<file path="src/rtl/unpack_line_ctrl.sv">
// unpack_line_ctrl: line/frame sequencer for a wide-word to pixel unpacker.
// At frame start it realigns the unpacker. It forces a word fetch at the start
// of every line, so each line begins on a wide-word boundary. It issues ord_en
// pixel strobes and tags the one-cycle-delayed unpacker output with
// start-of-frame, end-of-line and end-of-frame flags.
module unpack_line_ctrl #(
  parameter int ISIZE = 256,
  parameter int OSIZE = 24,
  parameter int CW    = 16
) (
  input  logic          clock,
  input  logic          rst,
  input  logic          vs_start,
  input  logic [CW-1:0] hactive,
  input  logic [CW-1:0] vactive,
  input  logic          fifo_empty,
  input  logic          out_ready,
  output logic          ialign,
  output logic          force_rd,
  output logic          ord_en,
  output logic          ovalid,
  output logic          osof,
  output logic          oeol,
  output logic          oeof,
  output logic          busy,
  output logic [CW-1:0] line_cnt,
  output logic          cfg_err,
  output logic          frame_err
);

  // A pixel must fit inside one wide word for the unpacker to work at all.
  if (OSIZE == 0 || OSIZE > ISIZE) begin : g_bad_size
    $error("unpack_line_ctrl: OSIZE must be in 1..ISIZE");
  end

  typedef enum logic [2:0] {
    IDLE  = 3'd0,
    ALIGN = 3'd1,
    PRIME = 3'd2,
    WAIT  = 3'd3,
    LINE  = 3'd4,
    EOL   = 3'd5
  } state_t;

  state_t        state;
  state_t        state_n;

  // Frame geometry sampled at the accepted start; later input changes are ignored.
  logic [CW-1:0] h_size;
  logic [CW-1:0] v_size;
  logic [CW-1:0] pix_cnt;

  logic          start;
  logic          size_ok;
  logic          load;
  logic          pix_last;
  logic          line_last;
  logic          frame_last;

  // A start request seen while reset is held must not leak a cfg_err pulse.
  assign start      = vs_start & ~rst;
  assign size_ok    = (hactive != '0) && (vactive != '0);

  assign pix_last   = (pix_cnt == h_size - CW'(1));
  assign line_last  = (line_cnt == v_size - CW'(1));

  // Pixels are issued only while in LINE, and only when both the downstream
  // side and the feeding FIFO can move.
  assign ord_en     = (state == LINE) & out_ready & ~fifo_empty;

  // Final pixel of the frame issued in this cycle.
  assign frame_last = ord_en & pix_last & line_last;

  assign busy       = (state != IDLE);

  // State register.
  always_ff @(posedge clock or posedge rst) begin
    if (rst) begin
      state <= IDLE;
    end else begin
      state <= state_n;
    end
  end

  // Next-state and strobe decode; a start in any busy state overrides the normal flow.
  always_comb begin
    state_n   = state;
    ialign    = 1'b0;
    force_rd  = 1'b0;
    cfg_err   = 1'b0;
    frame_err = 1'b0;
    load      = 1'b0;

    unique case (state)
      IDLE: begin
        if (start) begin
          if (size_ok) begin
            load    = 1'b1;
            state_n = ALIGN;
          end else begin
            cfg_err = 1'b1;
          end
        end
      end
      ALIGN: begin
        ialign  = 1'b1;
        state_n = PRIME;
      end
      PRIME: begin
        if (!fifo_empty) begin
          force_rd = 1'b1;
          state_n  = WAIT;
        end
      end
      // The fetched word needs one cycle to land in the unpacker.
      WAIT: begin
        state_n = LINE;
      end
      LINE: begin
        if (ord_en && pix_last) begin
          state_n = line_last ? IDLE : EOL;
        end
      end
      EOL: begin
        if (!fifo_empty) begin
          force_rd = 1'b1;
          state_n  = WAIT;
        end
      end
      default: begin
        state_n = IDLE;
      end
    endcase

    // Restart: the current frame is dropped. No fetch is forced because the
    // unpacker is about to be realigned anyway. Finishing the frame in the same
    // cycle is a clean hand-over, not an error.
    if (start && state != IDLE) begin
      force_rd  = 1'b0;
      frame_err = ~frame_last;
      if (size_ok) begin
        load    = 1'b1;
        state_n = ALIGN;
      end else begin
        cfg_err = 1'b1;
        state_n = IDLE;
      end
    end
  end

  // Geometry capture on an accepted start.
  always_ff @(posedge clock) begin
    if (load) begin
      h_size <= hactive;
      v_size <= vactive;
    end
  end

  // Pixel and line counters; the line index holds on the final line so it
  // keeps naming the line that was just issued.
  always_ff @(posedge clock or posedge rst) begin
    if (rst) begin
      pix_cnt  <= '0;
      line_cnt <= '0;
    end else if (load) begin
      pix_cnt  <= '0;
      line_cnt <= '0;
    end else if (ord_en) begin
      if (pix_last) begin
        pix_cnt <= '0;
        if (!line_last) begin
          line_cnt <= line_cnt + CW'(1);
        end
      end else begin
        pix_cnt <= pix_cnt + CW'(1);
      end
    end
  end

  // Output valid and flags: the unpacker presents the pixel one cycle after ord_en.
  always_ff @(posedge clock or posedge rst) begin
    if (rst) begin
      ovalid <= 1'b0;
      osof   <= 1'b0;
      oeol   <= 1'b0;
      oeof   <= 1'b0;
    end else begin
      ovalid <= ord_en;
      osof   <= ord_en & (pix_cnt == '0) & (line_cnt == '0);
      oeol   <= ord_en & pix_last;
      oeof   <= frame_last;
    end
  end

endmodule

</file>
<file path="config.mk">
export PLATFORM = sky130hd
export DESIGN_NAME = unpack_line_ctrl
export DESIGN_NICKNAME = d
export VERILOG_FILES = /design/src/rtl/unpack_line_ctrl.sv
export SDC_FILE = /design/constraint.sdc
export NUM_CORES = 1
export LEC_CHECK = 0
export ABC_AREA = 1
export CAP_MARGIN = 20
export CORE_ASPECT_RATIO = 0.7
export CORE_MARGIN = 2
export CORE_UTILIZATION = 30
export CTS_CLUSTER_DIAMETER = 80
export DETAILED_ROUTE_END_ITERATION = 6
export PLACE_DENSITY_LB_ADDON = 0.3
export SYNTH_ARGS = -nofsm -noshare
export SYNTH_HDL_FRONTEND = slang
export SYNTH_SLANG_ARGS = --single-unit
</file>
<file path="constraint.sdc">
create_clock -name clock -period 3.45 [get_ports clock]
set_clock_uncertainty 0.2 [all_clocks]
set_input_delay 0.69 -clock clock [delete_from_list [all_inputs] [get_ports clock]]
set_output_delay 0.69 -clock clock [all_outputs]
set_load 0.01 [all_outputs]
</file>
==> out/qor.csv <==
metric,value,unit
status,"complete, no violations",
"Req. time, crit path",2.56,ns
WP data arrival,2.35,ns
count of final max-slew check failures,0,
CTS Buffer Depth,2,
VDD IR max,0.000217,V
hpwl dp,10500,um
pwr/cell area,421,mW/mm2
Tcrit/Tclk final,0.939,
Yosys reg bits,71,
Initial Utilization,0.309,
DRT Pass-1 Iters,5,
RSZ-0062 raised after global routing,no,
post-route ant nets,0,
DRC viols,0,
crit path max fanout,4,
CP endpoint,force_rd,
Syn Std Cell Area,0.00483,mm2
fraction of registers with async set or reset after synthesis,0.549,
Max-Cap Viols,0,
# rows,38,
Syn-to-layout area delta,26.7,%
# diodes,0,
cells on worst reg2reg path,14,
Fmax achieved,309,MHz
non-filler instance count after layout,945,
CTS H-tree depth,3,
detail-routed via count per cell,4.74,
number of antenna violations at the first check in global routing,0,
syn_nets,696,
vias in the first global route,4073,
clock slew at reported path FFs,0.06,ns
WS Path Type,primary input to output pin,
placed instance count,924,
fillcell total,1590,
I/O Pins,63,
Syn Area/Cell,7.40,um2
GR Util All Layers,0.165,
DRT iter0 DRCs,381,
"commonest non-fill, non-tap cells in the layout","nand2_1, nor2_1, inv_1",
YS warnings,0,
CTS Root Buffer Type,clkbuf_16,
first-pass GRT wire length,21600,um
crit path launch,rst,
worst reg-to-reg setup slack,0.67,ns
chip width,156,um
post-DR wirelength/cell,14.3,um
CP Capture Type,output pin,
fraction of layout cells with a size suffix above 1,0.107,
CORE AREA,0.0156,mm2
Slew @ Worst Pin,0.525,ns
total negative slack,0,ns
Final nets,783,
Final Hold Violating Endpoints,0,
"most common cell after layout, fill and taps aside",nand2_1,
Synth cell types,40,
startpoint types,primary input,
dpl cell area,0.00579,mm2
CTS tree,done,
routed via count,4479,
HP Start,state[2],
total grt overflow,0,
cell area after layout,0.00612,mm2
Post-synth EDFFs,32,
final core occ,0.391,
routability congestion estimate from global placement,0.898,
endpoints failing setup,0,
# port buffers,62,
worst r2r src,h_size[0],
fin crit period,3.24,ns
Synth Instances,653,
largest net degree at the start of global routing,40,
die area,0.0172,mm2
leakage power,2.77,nW
clock sinks,71,
Num CTS Buffers,9,
Post-Route WL,13500,um
reg2reg end,line_cnt[1],
Die Ht,110,um
Hold Path Class,flip-flop to flip-flop,
final hold slack,0.354,ns
worst skew pair latency,0.34,ns
Max-slew headroom,0.650,
Post-synth top flop,dfrtp_1,
sequential share of the synthesized area,0.401,
[cell families (layout without fill, tap and decap cells)]
| kind of cell | count (synthesis) | in the layout | synth area share |
|---|---|---|---|
| AO/OA/AOI/OAI | 35 | 35 | 0.0422 |
| XOR/XNOR | 41 | 41 | 0.0743 |
| adder cells (fa/ha/maj) | 6 | 6 | 0.0155 |
| buffers and inverters | 97 | 189 | 0.0800 |
| flip-flops | 71 | 71 | 0.401 |
| AND/OR/NAND/NOR | 403 | 403 | 0.387 |
[flip-flops by register name, summed over array words and instances, names as in the netlist]
name	cells
osof	1
oeof	1
v_size	16
h_size	16
state	3
ovalid	1
pix_cnt	16
line_cnt	16
oeol	1
[synth_stat cells (all sizes together) (7+ instances only)]
library cell | number | area (um2)
nand2 | 179 | 687
buf | 7 | 47.5
inv | 86 | 323
nand4 | 33 | 206
nor2 | 97 | 415
dfrtp | 39 | 976
nand3 | 55 | 310
xnor2 | 13 | 114
o22ai | 9 | 56.3
xor2 | 28 | 245
edfxtp | 32 | 961
nor3 | 16 | 80.1
o21ai | 16 | 80.1
[timing repair]
item | CTS | global route
gates resized for setup | 11 | 5
hold buffers | 0 | 0
pin swaps | 2 | 3
buffers inserted | 2 | 3
setup endpoints to repair | 2 | 1
gates cloned | 0 | 0
[worst min-delay path by stage]
| stage | endpoint | slack (ns) | cells past startpoint |
|---|---|---|---|
| after floorplan | state[2] | 0.30 | 2 |
| after global placement | line_cnt[15] | 0.33 | 2 |
| after detailed placement | state[2] | 0.35 | 2 |
| after CTS | state[2] | 0.36 | 2 |
| after global routing | state[2] | 0.39 | 2 |
| final | state[2] | 0.35 | 2 |
[through the flow]
stage,worst slack [ns],total power [mW]
5_1_grt,0.0780,2.74
6_report,0.212,2.58
3_5_place_dp,-0.0364,1.74
4_1_cts,0.0870,2.60
3_3_place_gp,-0.0672,1.73
2_1_floorplan,0.368,1.46
[where the power goes]
part	internal [mW]	total, mW	switching [mW]
registers	0.959	1.04	0.0801
clock network	0.483	0.849	0.367
logic	0.297	0.692	0.395
[layer usage]
metal,part of all wire,GRT usage,vias to the layer above
met2,0.38,0.217,119
met4,0.0091,0.0354,0
met5,0,0,-
met1,0.55,0.265,2031
met3,0.059,0.0367,8
li1,-,-,2321
[critical path, cell delays in order]
cell and delay [ns]:
clkdlybuf4s50_1 0.51, clkinvlp_4 0.17, nand2_1 0.13, nor2_1 0.09, nor3_1 0.18, clkdlybuf4s50_1 0.57
[final cells by class]
cell class | instances | area, um2 | area share
flip-flops and latches | 71 | 1940 | 0.316
well taps | 200 | 250 | 0.0409
clock inverters | 6 | 37.5 | 0.00613
clock buffers | 10 | 229 | 0.0374
multi-input cells | 485 | 2540 | 0.415
inverters | 86 | 327 | 0.0533
repair buffers | 87 | 802 | 0.131
Power figures use the tool's default switching activity.
